===== config.mk =====
export PLATFORM = sky130hd
export DESIGN_NAME = pipeline_hazard_ctrl
export DESIGN_NICKNAME = d
export VERILOG_FILES = /design/src/rtl/pipeline_hazard_ctrl.sv
export SDC_FILE = /design/constraint.sdc
export NUM_CORES = 1
export LEC_CHECK = 0
export CORE_MARGIN = 10
export CORE_UTILIZATION = 45
export CTS_CLUSTER_DIAMETER = 60
export DETAILED_ROUTE_END_ITERATION = 6
export PLACE_DENSITY_LB_ADDON = 0.2
export SLEW_MARGIN = 10
export SYNTH_ARGS = -nofsm -noshare
export SYNTH_HDL_FRONTEND = slang
export SYNTH_SLANG_ARGS = --single-unit

===== constraint.sdc =====
create_clock -name clk -period 2.2 [get_ports clk]
set_input_delay 0.66 -clock clk [delete_from_list [all_inputs] [get_ports clk]]
set_output_delay 0.66 -clock clk [all_outputs]
set_load 0.005 [all_outputs]

===== src/rtl/pipeline_hazard_ctrl.sv =====
// Stall/flush sequencer for the 5-stage pipeline: load-use stalls, redirects,
// memory wait with timeout, and a debug halt/single-step interface.
module pipeline_hazard_ctrl #(
  parameter int MEM_TIMEOUT = 15,
  parameter int CNT_W       = 16
) (
  input  logic             clk,
  input  logic             rst,
  input  logic             id_shouldStall,
  input  logic             id_shouldJumpOrBranch,
  input  logic             mem_access,
  input  logic             MIO_ready,
  input  logic             dbg_halt,
  input  logic             dbg_step,
  output logic             pc_en,
  output logic             pc_sel_redirect,
  output logic             ifid_en,
  output logic             ifid_flush,
  output logic             idex_en,
  output logic             idex_flush,
  output logic             exmem_en,
  output logic             memwb_flush,
  output logic             halted,
  output logic             mem_timeout,
  output logic [CNT_W-1:0] stall_count,
  output logic [CNT_W-1:0] flush_count
);

  typedef enum logic [2:0] {
    RUN,
    MEM_WAIT,
    HALT,
    STEP,
    ERR
  } state_t;

  state_t             state_q, state_d;
  logic [7:0]         waitCnt_q, waitCnt_d;
  logic [CNT_W-1:0]   stallCnt_q, stallCnt_d;
  logic [CNT_W-1:0]   flushCnt_q, flushCnt_d;

  logic normalDecode;
  logic memBlock;
  logic doStall;
  logic doJump;
  logic freeze;

  // Normal decode applies only in RUN and STEP; every other state freezes.
  always_comb begin
    normalDecode = (state_q == RUN) || (state_q == STEP);
    memBlock     = mem_access & ~MIO_ready;
    doStall      = normalDecode & ~memBlock & id_shouldStall;
    doJump       = normalDecode & ~memBlock & ~id_shouldStall & id_shouldJumpOrBranch;
    freeze       = ~normalDecode | memBlock;

    pc_en           = 1'b1;
    pc_sel_redirect = 1'b0;
    ifid_en         = 1'b1;
    ifid_flush      = 1'b0;
    idex_en         = 1'b1;
    idex_flush      = 1'b0;
    exmem_en        = 1'b1;
    memwb_flush     = 1'b0;

    if (freeze) begin
      pc_en       = 1'b0;
      ifid_en     = 1'b0;
      idex_en     = 1'b0;
      exmem_en    = 1'b0;
      memwb_flush = 1'b1;
    end else if (doStall) begin
      pc_en      = 1'b0;
      ifid_en    = 1'b0;
      idex_flush = 1'b1;
    end else if (doJump) begin
      pc_sel_redirect = 1'b1;
      ifid_flush      = 1'b1;
    end

    halted      = (state_q == HALT) || (state_q == ERR);
    mem_timeout = (state_q == ERR);
    stall_count = stallCnt_q;
    flush_count = flushCnt_q;
  end

  // Next-state logic; a memory block outranks a halt request.
  always_comb begin
    state_d    = state_q;
    waitCnt_d  = waitCnt_q;
    stallCnt_d = stallCnt_q;
    flushCnt_d = flushCnt_q;

    if (doStall && (stallCnt_q != '1)) stallCnt_d = stallCnt_q + CNT_W'(1);
    if (doJump && (flushCnt_q != '1)) flushCnt_d = flushCnt_q + CNT_W'(1);

    unique case (state_q)
      RUN, STEP: begin
        if (memBlock) begin
          state_d   = MEM_WAIT;
          waitCnt_d = 8'd1;
        end else if (dbg_halt) begin
          state_d = HALT;
        end else begin
          state_d = RUN;
        end
      end
      MEM_WAIT: begin
        if (MIO_ready) begin
          state_d   = RUN;
          waitCnt_d = 8'd0;
        end else if (waitCnt_q == 8'(MEM_TIMEOUT)) begin
          state_d = ERR;
        end else begin
          waitCnt_d = waitCnt_q + 8'd1;
        end
      end
      HALT: begin
        if (dbg_step)       state_d = STEP;
        else if (!dbg_halt) state_d = RUN;
      end
      ERR:     state_d = ERR;
      default: state_d = RUN;
    endcase
  end

  always_ff @(posedge clk) begin
    if (!rst) begin
      state_q    <= RUN;
      waitCnt_q  <= 8'd0;
      stallCnt_q <= '0;
      flushCnt_q <= '0;
    end else begin
      state_q    <= state_d;
      waitCnt_q  <= waitCnt_d;
      stallCnt_q <= stallCnt_d;
      flushCnt_q <= flushCnt_d;
    end
  end

endmodule


Yosys cells after proc, flatten, opt, wreduce, memory -nomap -nowiden
Cells that the tools add are included.
- bits in registers: 43
- input bits: 8
- output and inout port bits: 42
- word-level logic and storage cells: 57
- add/sub/neg operators: 3
- eq/ne operators: 11
- mux-type cells: 20
- bitwise operators: 10
- reduce and logical (&&, ||, !) cells: 9
- operator list (kind ; count):
    adder 16 x 1 -> 16 bit (second input constant) ; 2
    != test 16 bit (second input constant) ; 2
    two-way mux 8 bit ; 3
    one-hot mux 8 bit (2 select lines) ; 1
    two-way mux 3 bit ; 4
    one-hot mux 3 bit (4 select lines) ; 1
    two-way mux 1 bit ; 9
    != test 3 bit (second input constant) ; 3
    adder 8 x 1 -> 8 bit (second input constant) ; 1
    == test 8 x 4 -> 1 bit (second input constant) ; 1
    == test 3 x 2 -> 1 bit (second input constant) ; 2
    bitwise AND 1 bit ; 5
    two-way mux 2 bit ; 2
    inverter 1 bit ; 4
    == test 3 x 1 -> 1 bit (second input constant) ; 1
    == test 3 bit (second input constant) ; 1
    zero test 3 bit ; 1
    AND reduction 3 bit ; 1
    logical AND 1 bit ; 2
    logical OR 1 bit ; 2
    != test 2 bit (second input constant) ; 1
    AND reduction 2 bit ; 1
    nonzero test 2 bit ; 1
    OR reduction 2 bit ; 1
    bitwise OR 1 bit ; 1

Longest topological paths before layout
Gate-level depths: netlist of the first run.
- depth after elaboration: 9
- gate-level depth with buffers: 8
- depth with buffers taken out: 6

Worst setup path before layout of the first run
No wires, ideal clock.
- kind: input to register
- from: in id_shouldJumpOrBranch
- to: reg flushCnt_q[15], in the netlist flush_count[15]
- setup time: 0.070 ns
- arrival: 2.033 ns
- required time: 2.130 ns
- path slack: 0.096 ns
- stages on the path: 6
- path buffers: 1
- cells stage by stage: nor2b_1 -> nand4_4 -> or3_1 -> buf_2 -> or4_1 -> a21oi_1
- word-level cells in the longest chain between the ends: 2
- ends and longest elaborated chain (item ; RTL line ; text):
    start, declared ; 10 ; input logic id_shouldJumpOrBranch,
    bitwise AND 1 bit ; 53 ; doJump = normalDecode & ~memBlock & ~id_shouldStall & id_shouldJumpOrBranch;
    logical AND 1 bit ; 94 ; if (doJump && (flushCnt_q != '1)) flushCnt_d = flushCnt_q + CNT_W'(1);
    end signal, assigned ; 136 ; flushCnt_q <= flushCnt_d;
    end, declared ; 40 ; logic [CNT_W-1:0] flushCnt_q, flushCnt_d;
Every way passes these cells.
A chain may end at the register's enable or synchronous reset.

Worst setup path in the final report of the first run
- from: in MIO_ready
- to: out idex_flush
- word-level cells in the longest chain between the ends: 7
- elaborated cells on any way between the ends: 8
- classes of those cells: mux: 2; bitwise: 6
- ends and longest elaborated chain (item ; RTL line ; text):
    start, declared ; 12 ; input logic MIO_ready,
    inverter 1 bit (*) ; 51 ; memBlock = mem_access & ~MIO_ready;
    bitwise AND 1 bit (*) ; 51 ;
    inverter 1 bit ; 52 ; doStall = normalDecode & ~memBlock & id_shouldStall;
    bitwise AND 1 bit (2 in series) ; 52 ;
    two-way mux 1 bit ; 71 ; end else if (doStall) begin
    two-way mux 1 bit (*) ; 65 ; if (freeze) begin
    end, declared ; 20 ; output logic idex_flush,
Mark *: on every way between the ends. The rest lies on a longest branch, timed or not.

==> results of run 1 <==
## layer usage
metal	vias up	wire, microns	global-route usage
met3	4	344	0.0461
met1	1014	2650	0.170
met2	47	2660	0.225
met5	-	0	0
li1	1158	-	-
met4	0	44	0.0483
## cell type report
type                       count  area [sq um]
fill                         413          1640
multi-input combinational    214          1400
sequential                    43           872
timing repair buffer          80           704
tap                           67          83.8
clock buffer                   6          72.6
inverter                      10          40.0
clock inverter                 2          12.5
## timing repair
action / CTS / global route
cloned: 0 / 0
setup endpoints to repair: 25 / 12
setup buffers: 3 / 2
pin swaps: 4 / 1
hold endpoints to repair: 0 / 0
gates resized for setup: 64 / 4
## worst max-delay path, stage by stage
cell	delay [ns]
dlygate4sd2_1	0.24
nand2b_4	0.14
buf_6	0.13
nand3_4	0.08
inv_2	0.04
clkdlybuf4s15_1	0.20
## worst paths after layout
| kind | slack, ns | to |
|---|---|---|
| worst max-delay path | 0.05 | idex_flush |
| worst min-delay path | 0.50 | waitCnt_q[6] |
| worst max register to register | 0.08 | flush_count[15] |
| worst min register to register | 0.50 | waitCnt_q[6] |
## per-stage QoR
stage	hold slack (ns)	setup slack, ns
2_1_floorplan	0.445	0.0965
3_3_place_gp	0.460	-0.611
3_5_place_dp	0.483	-0.611
4_1_cts	0.501	0.00673
5_1_grt	0.536	-0.0182
6_report	0.504	0.0474
## power by group
group	switching (mW)	internal, mW
Combinational	0.131	0.147
Sequential	0.0108	0.789
Clock	0.274	0.222
## cell usage after synthesis (all sizes together), types with 2 or more instances
| master | count |
|---|---|
| and2 | 8 |
| xor2 | 4 |
| xnor2 | 11 |
| clkbuf | 7 |
| nor3 | 11 |
| o21ai | 19 |
| inv | 10 |
| dfxtp | 43 |
| nand3 | 21 |
| or4 | 2 |
| o31ai | 3 |
| nand2b | 5 |
| nor2b | 5 |
| nand4 | 8 |
| or2 | 2 |
| a21oi | 14 |
| buf | 6 |
| a31oi | 3 |
| or3 | 10 |
| o31a | 2 |
| and4 | 4 |
| mux2i | 4 |
| nand2 | 25 |
| and3 | 5 |
| nor4 | 8 |
| o21a | 5 |
| ha | 3 |
| o211ai | 2 |
| nor2 | 20 |
## cells by family (layout without fill, tap and decap cells)
kind of cell / Yosys count / after routing / synth area share
compound gates: 55 / 55 / 0.148
buf+inv: 23 / 98 / 0.0472
flops: 43 / 43 / 0.378
simple gates: 136 / 136 / 0.323
xor+xnor: 15 / 15 / 0.0659
fa+ha+maj: 4 / 4 / 0.0209
mux: 4 / 4 / 0.0176
## registers in the layout (all words and copies together), names as in the netlist
| register | count |
|---|---|
| flush_count | 16 |
| state_q | 3 |
| waitCnt_q | 8 |
| stall_count | 16 |
## cells in the final DEF (no fill, tap or decap), drive strengths merged, types with 3 or more instances in the layout
master and instances:
and4 4, ha 3, nor4 8, o21ai 19, dlygate4sd2 4, buf 37
nor2 20, clkdlybuf4s50 35, xnor2 11, inv 10, dfxtp 43, o31ai 3
mux2i 4, and2 8, nor3 11, and3 5, o21a 5, clkbuf 7
nand3 21, nand2b 5, a21oi 14, nand2 25, xor2 4, a31oi 3
nand4 8, or3 10, nor2b 5
==> impl_metrics.py, run 1 <==
metrics = {
    "pwr": {
        "p_per_area_nw_per_um2": 495,
        "peakVddDrop_mv": 0.281,
        "p_leak_nw": 1.18,
        "finalPower_mw": 1.57,
    },
    "global_routing": {
        "grt_pass1_wl_microns": 9970,
        "first_global_vias": 2196,
        "track_usage": 0.140,
        "grt_max_degree": 21,
        "gr-total-overflow": 0,
        "antenna_found_initial": 0,
    },
    "cts": {
        "clk_pin_slew_ns": 0.09,
        "clock_latency_ns": 0.30,
        "cts.path.max_buffers": 2,
        "tritoncts": "yes",
        "hold_buffers": 0,
        "cts_buffers": 5,
        "cts.sinks": 43,
        "htree_num_levels": 2,
        "cts_root_buffer": "clkbuf_8",
    },
    "placement": {
        "placed_cells": 409,
        "post-dp-hpwl_microns": 4320,
        "port-buffer-count": 49,
        "placed_cell_area_sq_um": 2980,
        "place_congestion": 0.867,
    },
    "worst_setup_path": {
        "critPathLaunch": "MIO_ready",
        "cp_max_fo": 3,
        "path_class": "in2out",
        "r2r_start": "state_q[1]",
        "start_kind": "primary input",
        "cp_data_required_time_ns": 1.54,
        "critical_path_arrival_ns": 1.49,
        "cp-end-kind": "output pin",
        "rr_worst_depth": 8,
    },
    "floorplan": {
        "rows": 25,
        "die_h_microns": 91.2,
        "fp.dieW_microns": 91.2,
        "die_area_sq_um": 8310,
        "coreArea_sq_um": 4820,
        "start_util": 0.473,
        "io_pins": 50,
    },
    "sta": {
        "clock_skew_ns": 0.0107,
        "timing.fmax_ghz": 0.465,
        "post-route-min-period_ns": 2.15,
        "report.final.slew_viol_count": 0,
        "finalSetupTns_ns": 0,
        "finalSetupViolCount": 0,
        "maxSlewHeadroom": 0.551,
        "min_period_over_period": 0.978,
        "tightest_slew_ns": 0.673,
        "hold_viol": 0,
    },
    "min_path": {
        "holdPathStages": 1,
        "hp-class": "reg2reg",
        "min-delay-start": "waitCnt_q[6]",
    },
    "finish": {
        "antenna_cells": 0,
        "drive_above_1_share": 0.203,
        "utilization": 0.660,
        "fin_area_sq_um": 3180,
        "synthToLayoutAreaGrowth_pct": 39.6,
        "nets": 365,
        "instances_no_fill": 422,
    },
    "routing": {
        "final_antenna_net_count": 0,
        "drtPass1Iterations": 5,
        "via_count": 2223,
        "drc": 0,
        "drt-vias-per-instance": 5.27,
        "drt-initial-drc-count": 105,
        "wl_per_cell_microns": 13.5,
        "drt_wl_total_microns": 5690,
    },
    "synthesis": {
        "synth_top_area_frac": 0.378,
        "async_reset_ff_frac": 0,
        "synth_cell_type_count": 47,
        "yosysSeqAreaShare": 0.378,
        "synth_ff_type": "dfxtp_1",
        "ys_seq_elements": 43,
        "ys.warnings.count": 0,
        "synth_edf_count": 0,
        "synth_nets": 291,
        "synth.avg_cell_area_sq_um": 8.14,
        "netlist_area_sq_um": 2280,
        "synthTopCellsByArea": "dfxtp_1, nand3_1, nand2_1",
        "yosysTopAreaCell": "dfxtp_1",
        "synth_cells": 280,
    },
    "outcome": {
        "outcome": "finished, final reports clean",
    },
    "run": {
        "max-cap-violations": 0,
    },
}
Note: power is estimated with default switching activity, not from simulation.
==> inputs of run 2 (changes only) <==
==> constraint.sdc (replaced) <==
create_clock -name clk -period 2.2 [get_ports clk]
set_input_delay 0.22 -clock clk [delete_from_list [all_inputs] [get_ports clk]]
set_output_delay 0.22 -clock clk [all_outputs]
set_load 0.005 [all_outputs]
==> impl_metrics.py, run 2 (same netlist as run 1, synthesis figures left out) <==
metrics = {
    "sta": {
        "tightest_slew_ns": 0.668,
        "hold_viol": 0,
        "min_period_over_period": 0.940,
        "layout_setup_ws_ns": 0.133,
        "finalSetupTns_ns": 0,
        "maxSlewHeadroom": 0.554,
        "rsz0062_at_grt": "no",
        "finalSetupViolCount": 0,
        "timing.fmax_ghz": 0.484,
        "report.final.slew_viol_count": 0,
        "clock_skew_ns": 0.00746,
        "post-route-min-period_ns": 2.07,
    },
    "worst_setup_path": {
        "cpMostUsedCell": "clkdlybuf4s50_1",
        "rr_worst_depth": 6,
        "cp-end-kind": "output pin",
        "path_cells": "clkdlybuf4s50_1 > nor2b_1 > nand4_4 > buf_4 > inv_1 > clkdlybuf4s50_1",
        "cp_data_required_time_ns": 1.98,
        "path_class": "in2out",
        "start_kind": "primary input",
        "critPathSlowestCell": "clkdlybuf4s50_1",
        "critical_path_arrival_ns": 1.85,
        "cp_max_fo": 6,
        "reg2reg_slack_ns": 0.18,
        "crit_path_max_incr_delay_ns": 0.54,
    },
    "pwr": {
        "peakVddDrop_mv": 0.325,
        "clockPowerShare": 0.324,
        "p_int_mw": 1.14,
        "p_per_area_nw_per_um2": 509,
        "combinationalPowerShare": 0.149,
        "switching_share": 0.258,
        "p_sw_uw": 395,
        "seqPwrFrac": 0.527,
        "p_leak_nw": 1.05,
    },
    "global_routing": {
        "gr-total-overflow": 0,
        "track_usage": 0.137,
        "first_global_vias": 2151,
        "grt_pass1_wl_microns": 9830,
        "grt_max_degree": 21,
        "antenna_found_initial": 0,
    },
    "finish": {
        "drive_above_1_share": 0.111,
        "synthToLayoutAreaGrowth_pct": 32.0,
        "utilization": 0.624,
        "final_cell_mix": "clkdlybuf4s50_1, dfxtp_1, nand2_1, nand3_1, nor2_1",
        "instances_no_fill": 409,
        "nets": 352,
        "fillers": 462,
        "antenna_cells": 0,
        "fin_area_sq_um": 3010,
        "final_common_cell": "clkdlybuf4s50_1",
    },
    "routing": {
        "drtPass1Iterations": 4,
        "drt-initial-drc-count": 105,
        "drt_wl_total_microns": 5710,
        "via_count": 2206,
        "drc": 0,
        "wl_per_cell_microns": 14.0,
        "final_antenna_net_count": 0,
        "drt-vias-per-instance": 5.39,
    },
    "cts": {
        "cts.path.max_buffers": 2,
        "hold_buffers": 0,
        "clock_latency_ns": 0.30,
        "cts_buffers": 5,
        "htree_num_levels": 2,
        "post-cts-setup-buffers": 0,
        "cts_resized": 0,
        "clk_pin_slew_ns": 0.08,
        "cts.sinks": 43,
        "tritoncts": "yes",
        "cts_root_buffer": "clkbuf_8",
    },
    "placement": {
        "post-dp-hpwl_microns": 4300,
        "placed_cell_area_sq_um": 2920,
        "detailedPlace.worstSlack_ns": 0.0379,
        "placed_cells": 401,
        "place_congestion": 0.892,
        "port-buffer-count": 49,
    },
    "min_path": {
        "holdPathStages": 3,
        "hp-class": "in2reg",
    },
    "floorplan": {
        "die_area_sq_um": 8310,
        "start_util": 0.473,
        "rows": 25,
        "io_pins": 50,
        "coreArea_sq_um": 4820,
        "fp.dieW_microns": 91.2,
        "die_h_microns": 91.2,
    },
    "run": {
        "max-cap-violations": 0,
    },
    "outcome": {
        "outcome": "finished, final reports clean",
    },
}
==> run 2: stage by stage <==
step | hold slack, ns | total power [mW]
2_1_floorplan | 0.360 | 0.947
3_3_place_gp | 0.461 | 1.05
3_5_place_dp | 0.485 | 1.05
4_1_cts | 0.482 | 1.55
5_1_grt | 0.526 | 1.60
6_report | 0.479 | 1.53
==> run 2: final timing paths <==
path,from,to
max,id_shouldJumpOrBranch,ifid_flush
min,dbg_halt,state_q[1]
max reg2reg,stall_count[13],stall_count[0]
min reg2reg,waitCnt_q[3],waitCnt_q[3]
==> run 2: critical path, delay by kind of cell <==
| kind | cells | cell delay [ns] |
|---|---|---|
| buffers and inverters | 4 | 1.30 |
| AND/OR/NAND/NOR | 2 | 0.32 |
==> run 2: cell type report <==
class	count	area, sq um	area share
clock inverters	2	12.5	0.00416
inverters	10	37.5	0.0125
multi-input cells	214	1310	0.436
clock buffers	6	72.6	0.0241
flip-flops and latches	43	863	0.287
repair buffers	67	626	0.208
well taps	67	83.8	0.0279
==> run 2: per-layer routing <==
layer	vias to the layer above	wire [microns]	GRT usage	part of all wire
li1	1129	-	-	-
met1	1015	2540	0.160	0.44
met2	57	2750	0.229	0.48
met3	5	364	0.0428	0.064
met4	0	63	0.0522	0.011
met5	-	0	0	0
==> run 2: power groups by stage <==
stage	Sequential [mW]	Clock [mW]	Combinational (mW)
2_1_floorplan	0.823	0	0.124
5_1_grt	0.808	0.539	0.258
6_report	0.806	0.496	0.229
3_5_place_dp	0.824	0	0.230
3_3_place_gp	0.823	0	0.228
4_1_cts	0.805	0.514	0.231
==> inputs of run 3 (changes only) <==
--- a/config.mk
+++ b/config.mk
@@ -10,6 +10,7 @@
 export CTS_CLUSTER_DIAMETER = 60
 export DETAILED_ROUTE_END_ITERATION = 6
 export PLACE_DENSITY_LB_ADDON = 0.2
+export RECOVER_POWER = 25
 export SLEW_MARGIN = 10
 export SYNTH_ARGS = -nofsm -noshare
 export SYNTH_HDL_FRONTEND = slang
==> results of run 3 <==
Final layout, timing and power as in run 2 (identical DEF).
